### config.mk
export PLATFORM = sky130hd
export DESIGN_NAME = huffman_stream_ctrl
export DESIGN_NICKNAME = d
export VERILOG_FILES = /design/src/rtl/huffman_ctrl_pkg.sv /design/src/rtl/huffman_stream_ctrl_byte_serializer.sv /design/src/rtl/huffman_stream_ctrl.sv
export SDC_FILE = /design/constraint.sdc
export NUM_CORES = 1
export LEC_CHECK = 0
export CAP_MARGIN = 5
export CORE_MARGIN = 2
export CORE_UTILIZATION = 29
export DETAILED_ROUTE_END_ITERATION = 6
export HOLD_SLACK_MARGIN = 0.05
export SLEW_MARGIN = 20
export SYNTH_ARGS = -nofsm -noshare
export SYNTH_HDL_FRONTEND = slang
export SYNTH_SLANG_ARGS = --single-unit
export TNS_END_PERCENT = 1
### constraint.sdc
create_clock -name clk_in -period 2.94 [get_ports clk_in]
set_input_delay 0.588 -clock clk_in [delete_from_list [all_inputs] [get_ports clk_in]]
set_output_delay 0.588 -clock clk_in [all_outputs]
set_load 0.02 [all_outputs]
### src/rtl/huffman_ctrl_pkg.sv
// Shared constants and state encoding for the Huffman bitstream sequencer.
package huffman_ctrl_pkg;

  localparam int unsigned COEFS_PER_BLOCK = 64;
  localparam int unsigned BYTE_W          = 8;
  localparam int unsigned BITS_W          = 4;
  localparam int unsigned COEF_W          = 7;
  localparam int unsigned SUM_W           = 8;
  localparam int unsigned RUN_W           = 5;
  localparam int unsigned BLK_W           = 16;
  localparam int unsigned BLK_CMP_W       = BLK_W + 1;

  typedef enum logic [2:0] {
    ST_IDLE,
    ST_DEC_RST,
    ST_FEED,
    ST_DONE,
    ST_ERR
  } ctrl_state_e;

endpackage

### src/rtl/huffman_stream_ctrl_byte_serializer.sv
// Byte-to-bit serializer: loads accepted bytes and shifts them out MSB-first, one bit per cycle.
module byte_serializer
  import huffman_ctrl_pkg::*;
(
  input  logic              clk_in,
  input  logic              rst_n_in,
  input  logic              enable,
  input  logic              flush,
  input  logic [BYTE_W-1:0] byte_in,
  input  logic              byte_valid_in,
  output logic              byte_ready_c,
  output logic              ser_bit,
  output logic              ser_valid
);

  logic [BYTE_W-1:0] shreg;
  logic [BITS_W-1:0] bits_left;

  // Ready while the last bit is leaving so consecutive bytes stream without a gap.
  assign byte_ready_c = enable && (bits_left <= BITS_W'(1));

  always_ff @(posedge clk_in or negedge rst_n_in) begin
    if (!rst_n_in) begin
      shreg     <= '0;
      bits_left <= '0;
      ser_bit   <= 1'b0;
      ser_valid <= 1'b0;
    end else begin
      ser_valid <= 1'b0;
      if (flush) begin
        bits_left <= '0;
      end else begin
        if (bits_left != '0) begin
          ser_bit   <= shreg[BYTE_W-1];
          ser_valid <= 1'b1;
          shreg     <= {shreg[BYTE_W-2:0], 1'b0};
          bits_left <= bits_left - BITS_W'(1);
        end
        if (byte_ready_c && byte_valid_in) begin
          shreg     <= byte_in;
          bits_left <= BITS_W'(BYTE_W);
        end
      end
    end
  end

endmodule

### src/rtl/huffman_stream_ctrl.sv
// Frame sequencer for huffman_decoder: feeds the bitstream serially, counts coefficients and
// blocks, resets the decoder between frames and flags overflow or stalled streams.
module huffman_stream_ctrl
  import huffman_ctrl_pkg::*;
#(
  parameter int unsigned BLOCKS_PER_FRAME = 300,
  parameter int unsigned STALL_BITS       = 64
) (
  input  logic              clk_in,
  input  logic              rst_n_in,
  input  logic              start_in,
  input  logic [BYTE_W-1:0] byte_in,
  input  logic              byte_valid_in,
  output logic              byte_ready_out,
  output logic              dec_serial_out,
  output logic              dec_valid_out,
  output logic              dec_rst_out,
  input  logic              dec_valid_in,
  input  logic              dec_dc_in,
  input  logic [RUN_W-1:0]  dec_run_in,
  output logic              block_done_out,
  output logic              frame_done_out,
  output logic [BLK_W-1:0]  blocks_done_out,
  output logic              busy_out,
  output logic              error_out
);

  localparam int unsigned STALL_W = $clog2(STALL_BITS + 1);

  ctrl_state_e          state;
  ctrl_state_e          state_nxt;
  logic [COEF_W-1:0]    coef_cnt;
  logic [STALL_W-1:0]   stall_cnt;
  logic [SUM_W-1:0]     coef_sum;
  logic [BLK_CMP_W-1:0] blocks_inc;
  logic                 feed;
  logic                 sym_valid;
  logic                 ac_sym;
  logic                 overflow;
  logic                 blk_end;
  logic                 frame_end;
  logic                 stall;
  logic                 flush;

  assign feed       = (state == ST_FEED);
  assign sym_valid  = feed && dec_valid_in;
  assign ac_sym     = sym_valid && !dec_dc_in;
  assign coef_sum   = SUM_W'(coef_cnt) + SUM_W'(dec_run_in) + SUM_W'(1);
  assign overflow   = ac_sym && ((coef_cnt == '0) || (coef_sum > SUM_W'(COEFS_PER_BLOCK)));
  assign blk_end    = ac_sym && (coef_cnt != '0) && (coef_sum == SUM_W'(COEFS_PER_BLOCK));
  assign blocks_inc = BLK_CMP_W'(blocks_done_out) + BLK_CMP_W'(1);
  assign frame_end  = blk_end && (blocks_inc == BLK_CMP_W'(BLOCKS_PER_FRAME));
  assign stall      = feed && dec_valid_out && !dec_valid_in &&
                      (stall_cnt == STALL_W'(STALL_BITS - 1));
  // Drop unsent bits on the edge that leaves FEED so nothing reaches a decoder being reset.
  assign flush      = (state_nxt == ST_DONE) || (state_nxt == ST_ERR);

  always_ff @(posedge clk_in or negedge rst_n_in) begin
    if (!rst_n_in) state <= ST_IDLE;
    else           state <= state_nxt;
  end

  always_comb begin
    state_nxt = state;
    case (state)
      ST_IDLE:    if (start_in) state_nxt = ST_DEC_RST;
      ST_DEC_RST: state_nxt = ST_FEED;
      ST_FEED: begin
        if (overflow || stall) state_nxt = ST_ERR;
        else if (frame_end)    state_nxt = ST_DONE;
      end
      ST_DONE:    state_nxt = ST_IDLE;
      ST_ERR:     if (start_in) state_nxt = ST_DEC_RST;
      default:    state_nxt = ST_IDLE;
    endcase
  end

  // Status outputs follow the next state so they line up with the state they describe.
  always_ff @(posedge clk_in or negedge rst_n_in) begin
    if (!rst_n_in) begin
      dec_rst_out    <= 1'b1;
      busy_out       <= 1'b0;
      error_out      <= 1'b0;
      block_done_out <= 1'b0;
      frame_done_out <= 1'b0;
    end else begin
      dec_rst_out    <= state_nxt inside {ST_DEC_RST, ST_DONE, ST_ERR};
      busy_out       <= !(state_nxt inside {ST_IDLE, ST_ERR});
      block_done_out <= blk_end;
      frame_done_out <= frame_end;
      if (state_nxt == ST_DEC_RST)  error_out <= 1'b0;
      else if (state_nxt == ST_ERR) error_out <= 1'b1;
    end
  end

  always_ff @(posedge clk_in or negedge rst_n_in) begin
    if (!rst_n_in) begin
      coef_cnt        <= '0;
      stall_cnt       <= '0;
      blocks_done_out <= '0;
    end else if (state_nxt == ST_DEC_RST) begin
      coef_cnt        <= '0;
      stall_cnt       <= '0;
      blocks_done_out <= '0;
    end else if (feed) begin
      if (dec_valid_in)       stall_cnt <= '0;
      else if (dec_valid_out) stall_cnt <= stall_cnt + STALL_W'(1);
      if (sym_valid) begin
        if (dec_dc_in) begin
          coef_cnt <= COEF_W'(1);
        end else if (blk_end) begin
          coef_cnt        <= '0;
          blocks_done_out <= BLK_W'(blocks_inc);
        end else if (!overflow) begin
          coef_cnt <= COEF_W'(coef_sum);
        end
      end
    end
  end

  byte_serializer u_ser (
    .clk_in        (clk_in),
    .rst_n_in      (rst_n_in),
    .enable        (feed),
    .flush         (flush),
    .byte_in       (byte_in),
    .byte_valid_in (byte_valid_in),
    .byte_ready_c  (byte_ready_out),
    .ser_bit       (dec_serial_out),
    .ser_valid     (dec_valid_out)
  );

endmodule

After elaboration in Yosys (flattened, before gate mapping)
Cells that the tools add are included.

word-level totals
  input port bits = 19
  flip-flop bits (word level) = 52
  word-level logic and storage cells = 97

cells by class
  equal/unequal tests = 11
  magnitude comparators = 2
  bitwise operators = 1
  muxes and demuxes = 28
  reduce and logical (&&, ||, !) cells = 37
  add/sub/neg operators = 5

operators with widths
  kind                   number
  $mux 16                5
  $mux 7                 10
  $add 16x1->17 const B  1
  $eq 17x9->1 const B    1
  $mux 8                 2
  $mux 4                 3
  $reduce_bool 2->1      6
  $logic_and 1x1->1      11
  $mux 3                 3
  $pmux 3 s3             1
  $reduce_bool 3->1      3
  $add 7x5->8            1
  $add 8x1->8 const B    1
  $eq 8x7->1 const B     1
  $gt 8x7->1 const B     1
  $add 7x1->7 const B    1
  $eq 7x6->1 const B     1
  $logic_not 7->1        1
  $reduce_bool 7->1      1
  $eq 3x1->1 const B     2
  $eq 3x2->1 const B     2
  $eq 3x3->1 const B     2
  $logic_not 3->1        2
  $reduce_and 2->1       3
  other kinds (12)       19

Longest topological paths before layout
  depth in word-level cells = 13
  mapped depth = 12
  gate-level depth less buffers = 10

Cells and area by module
Synthesis repeated with hierarchy kept, for this count alone.

unflattened totals
  cells, all modules = 330
  area total of the unflattened synthesis = 3,104.2 um2

by module, submodules not included
  module               sequential area each (um2)  instances  area an instance (um2)  cells an instance
  huffman_stream_ctrl  952.2                       1          2,336.0                 250
  byte_serializer      350.3                       1          768.2                   80

Least setup slack after synthesis
Ideal clock, no wire load.

  path kind = input -> register
  start = in dec_run_in[0]
  end = reg u_ser.shreg[1]
  buffers on the path = 2
  cell stages on the path = 12
  data arrival time = 3.240 ns
  data required time = 2.815 ns
  slack = -0.424 ns
  path through = inv_1 ha_1 fa_1 and2b_1 o2111ai_1 and3_1 o221a_2 buf_6 nor4bb_1 buf_2 nor4b_4 mux2_2

on the way
  longest elaborated chain between the ends = 12

ends and longest elaborated chain
  what                                             line                                       RTL
  from (decl)                                      huffman_stream_ctrl.sv:20                  input logic [RUN_W-1:0] dec_run_in,
  $add 7x5->8 *                                    huffman_stream_ctrl.sv:48                  assign coef_sum = SUM_W'(coef_cnt) + SUM_W'(dec_run_in) + SUM_W'(1);
  $add 8x1->8 *                                    huffman_stream_ctrl.sv:48
  $eq 8x7->1 *                                     huffman_stream_ctrl.sv:50                  assign blk_end = ac_sym && (coef_cnt != '0) && (coef_sum == SUM_W'(COEFS_PER_BLOCK));
  $logic_and 1x1->1 *                              huffman_stream_ctrl.sv:50
  $logic_and 1x1->1 *                              huffman_stream_ctrl.sv:52                  assign frame_end = blk_end && (blocks_inc == BLK_CMP_W'(BLOCKS_PER_FRAME));
  net frame_end                                    huffman_stream_ctrl.sv:41                  logic frame_end;
  $mux 3 *                                         huffman_stream_ctrl.sv:70                  else if (frame_end) state_nxt = ST_DONE;
  $mux 3 *                                         huffman_stream_ctrl.sv:69                  if (overflow || stall) state_nxt = ST_ERR;
  $pmux 3 s3 *                                     huffman_stream_ctrl.sv:65                  case (state)
  $eq 3x2->1 / $eq 3x3->1 (equally long branches)  huffman_stream_ctrl.sv:56                  assign flush = (state_nxt == ST_DONE) || (state_nxt == ST_ERR);
  $logic_or 1x1->1 *                               huffman_stream_ctrl.sv:56
  $not 1->1 (no source line) *                     --
  $reduce_and 2->1 (no source line) *              --
  to (signal assigned)                             huffman_stream_ctrl_byte_serializer.sv:36  shreg <= {shreg[BYTE_W-2:0], 1'b0};
  to (signal assigned)                             huffman_stream_ctrl_byte_serializer.sv:40  shreg <= byte_in;
  to (decl)                                        huffman_stream_ctrl_byte_serializer.sv:16  logic [BYTE_W-1:0] shreg;

The timed path passes the listed nets; every way through them passes the cells marked *.
A chain may end at the register's enable or synchronous reset.

Final worst setup path
  start = in dec_run_in[1]
  end = reg u_ser.shreg[3]

on the way
  longest elaborated chain between the ends = 12

ends and longest elaborated chain
  what                                                          line
  $add 7x5->8 *                                                 huffman_stream_ctrl.sv:48
  $add 8x1->8 *                                                 huffman_stream_ctrl.sv:48
  $gt 8x7->1 / $eq 8x7->1 (equally long branches)               huffman_stream_ctrl.sv:49, huffman_stream_ctrl.sv:50
  $logic_or 1x1->1 / $logic_and 1x1->1 (equally long branches)  huffman_stream_ctrl.sv:49, huffman_stream_ctrl.sv:50
  $logic_and 1x1->1, on equally long branches                   huffman_stream_ctrl.sv:49, huffman_stream_ctrl.sv:52
  $logic_or 1x1->1 / $mux 3 (equally long branches)             huffman_stream_ctrl.sv:69, huffman_stream_ctrl.sv:70
  $mux 3 *                                                      huffman_stream_ctrl.sv:69
  $pmux 3 s3 *                                                  huffman_stream_ctrl.sv:65
  $eq 3x2->1 / $eq 3x3->1 (equally long branches)               huffman_stream_ctrl.sv:56
  $logic_or 1x1->1 *                                            huffman_stream_ctrl.sv:56
  $not 1->1 (no source line) *                                  --
  $reduce_and 2->1 (no source line) *                           --

Every way passes the cells marked *; elsewhere a longest branch is shown, timed or not.

==> impl_metrics.env <==
export IMPL_ys_seq_elements=52
export IMPL_fin_crit_sh_pct=101
export IMPL_cts_htree_levels=2
export IMPL_fmax_mhz=337
export IMPL_powerDensity_nw_per_um2=650
export IMPL_netSwitchingFraction_pct=35.7
export IMPL_dp_hpwl_um=5400
export IMPL_synth_area_leaders="dfrtp_1 42%, mux2_2 5.5%, xor2_1 4.3%"
export IMPL_dp_cells=518
export IMPL_vias=2663
export IMPL_synthArstFlopShare_pct=100
export IMPL_setup_violations_final=7
export IMPL_wl_per_cell_um=13.6
export IMPL_final_cell_area_um2=4140
export IMPL_cpLargestDelayFamily="simple AND/OR/NAND/NOR gates"
export IMPL_cp_max_fo=4
export IMPL_worst_pin_slew_ps=827
export IMPL_clockBufferDepth=2
export IMPL_drt_first_iter_violations=66
export IMPL_final_cell_mix="51 x dfrtp_1, 44 x buf_4, 36 x clkdlybuf4s50_1"
export IMPL_antenna_found_initial=0
export IMPL_seqPwrFrac_pct=37.2
export IMPL_core_area_um2=10300
export IMPL_p_int_mw=1.73
export IMPL_cts_tree="built"
export IMPL_antenna_cells=0
export IMPL_run_status="finished with violations"
export IMPL_finalNonFillerCells=534
export IMPL_synth_edf_count=0
export IMPL_grtUsageTotal_pct=13.4
export IMPL_hold_viol=0
export IMPL_die_area_um2=11400
export IMPL_crit_slowest_cell="fa_2"
export IMPL_grt_pass1_wl_um=12300
export IMPL_io_buffers=42
export IMPL_wirelength_um=7260
export IMPL_crit_arrival_ps=3150
export IMPL_cts_root_buf="clkbuf_8"
export IMPL_r2r_slack_ps=-20
export IMPL_fin_ws_ps=-25.8
export IMPL_ioPinCount=43
export IMPL_grt_start_max_net_pins=23
export IMPL_r2r_cells=11
export IMPL_cts_sinks=52
export IMPL_crit_path_start_kind="input pin"
export IMPL_start_util_pct=29.7
export IMPL_hold_ws_ps=149
export IMPL_tns_ps=-110
export IMPL_critPathKind="in -> reg"
export IMPL_syn_to_final_growth_pct=35.9
export IMPL_rsz0062_at_grt="yes"
export IMPL_p_clk_share_pct=15.3
export IMPL_yosysTopAreaCell="dfrtp_1"
export IMPL_max_vdd_ir_drop_mv=0.410
export IMPL_slew_headroom_pct=44.4
export IMPL_synth_top_area_share_pct=41.9
export IMPL_p_comb_share_pct=47.5
export IMPL_fin_nets=427
export IMPL_rows=37
export IMPL_worst_path_largest_cell_delay_ps=400
export IMPL_netSwitchingPower_uw=962
export IMPL_gp_congestion=0.817
export IMPL_grt_overflow=0
export IMPL_hp_class="in -> async"
export IMPL_numCtsBuffers=5
export IMPL_preCtsSetupSlack_ps=-767
export IMPL_period_needed_ps=2970
export IMPL_final_core_util_pct=40.3
export IMPL_ys_flop_type="dfrtp_1"
export IMPL_drtAntennaViolNets=0
export IMPL_p_leak_nw=1.88
export IMPL_yosysWarnings=0
export IMPL_ctsHoldBuffers=0
export IMPL_viasPerCell=4.99
export IMPL_place_area_um2=3890
export IMPL_finalPower_mw=2.69
export IMPL_regToRegEndpoint="u_ser.shreg[3]"
export IMPL_synth_nets=345
export IMPL_cp_num_buf_inv=3
export IMPL_synth_cells=315
export IMPL_netlist_area_um2=3050
export IMPL_die_height_um=107
export IMPL_dieWidth_um=107
export IMPL_clk_insertion_delay_late_ps=300
export IMPL_ys_seq_area_share_pct=42.7
export IMPL_drive_above_1_share_pct=24.1
export IMPL_end_kind="flop"
export IMPL_crit_chain="clkdlybuf4s15_2 > inv_1 > fa_2 > and2b_1 > o2111ai_2 > and3_1 > o221a_2 > nor4bb_4 > nor4b_4 > buf_4 > mux2_4"
export IMPL_drc=0
export IMPL_final_max_slew_viol_count=0
export IMPL_max_cap_violations=0
export IMPL_clkTransAtPathRegs_ps=100
export IMPL_skew_ps=10.9
export IMPL_r2r_start="coef_cnt[0]"
export IMPL_crit_required_ps=3120
export IMPL_violations="setup timing"
export IMPL_first_pass_iters=6
export IMPL_final_common_cell="dfrtp_1"
export IMPL_avgSynthCellArea_um2=9.68
export IMPL_grt_pass1_vias=2621
export IMPL_synth_distinct_cells=60
[sequential cells by signal (all words and copies together) (netlist names)]
register,flops
blocks_done_out,16
frame_done_out,1
u_ser.bits_left,4
error_out,1
u_ser.ser_valid,1
busy_out,1
u_ser.ser_bit,1
dec_rst_out,1
coef_cnt,7
u_ser.shreg,8
state,3
stall_cnt,7
block_done_out,1
[power by group through the flow]
stage / sequential, mW / clock (mW) / combinational (mW)
global route: 1.02 / 0.466 / 1.41
finish: 1.00 / 0.412 / 1.28
global placement: 1.01 / 0 / 1.14
floorplan: 1.01 / 0 / 0.719
CTS: 1.00 / 0.428 / 1.26
detailed placement: 1.00 / 0 / 1.17
[cells in the mapped netlist (all sizes together), types with 3 or more instances]
cell type  count
buf            6
xnor2          6
nor2          31
mux2          15
o2111ai        4
or4            3
inv           13
o211ai         3
ha            10
o21ai         18
a21oi          5
dfrtp         51
and3           8
nor3           5
a21o           3
nand2         30
nor3b          3
xor2          15
nand4         14
o31ai          4
nand3b         3
o41ai          3
nand3          7
clkbuf         6
nor4           4
and2          10
[worst max path at each step]
| stage | slack (ps) | startpoint | cells after the start | to |
|---|---|---|---|---|
| after floorplan | -400 | dec_run_in[0] | 12 | u_ser.shreg[1] |
| after global placement | -780 | dec_run_in[1] | 12 | u_ser.shreg[1] |
| after detailed placement | -770 | dec_run_in[0] | 14 | u_ser.shreg[3] |
| after CTS | -20 | coef_cnt[0] | 11 | u_ser.shreg[3] |
| after global routing | -150 | coef_cnt[0] | 11 | u_ser.shreg[3] |
| final | -30 | dec_run_in[1] | 11 | u_ser.shreg[3] |
[cell type report]
class / count / area, um^2
Clock inverter: 2 / 16.3
Inverter: 13 / 48.8
Timing Repair Buffer: 87 / 754
Multi-Input combinational cell: 238 / 1780
Clock buffer: 6 / 72.6
Tap cell: 136 / 170
Fill cell: 1017 / 6130
Sequential cell: 52 / 1300
[timing repair]
item                                    in CTS  in global routing
resized for setup                           26                  3
setup buffers                                9                  0
pin swaps                                   16                  2
endpoints found under the setup margin      21                 15
[cell families (layout without fill, tap and decap cells)]
| family | after synthesis | count (layout) | synth area share [%] |
|---|---|---|---|
| AND/OR/NAND/NOR | 132 | 132 | 23.6 |
| buffers and inverters | 25 | 108 | 3.49 |
| XOR/XNOR | 21 | 21 | 6.03 |
| flip-flops | 52 | 52 | 42.7 |
| AO/OA/AOI/OAI | 57 | 57 | 13.2 |
| adder cells (fa/ha/maj) | 11 | 11 | 4.76 |
| multiplexers | 17 | 17 | 6.20 |
[layer usage]
layer | wire (um) | GRT usage, %
met4 | 44 | 2.60
met5 | 0 | 0
met1 | 3380 | 17.3
met3 | 261 | 2.70
met2 | 3580 | 23.2
Note: power is estimated with default switching activity, not from simulation.
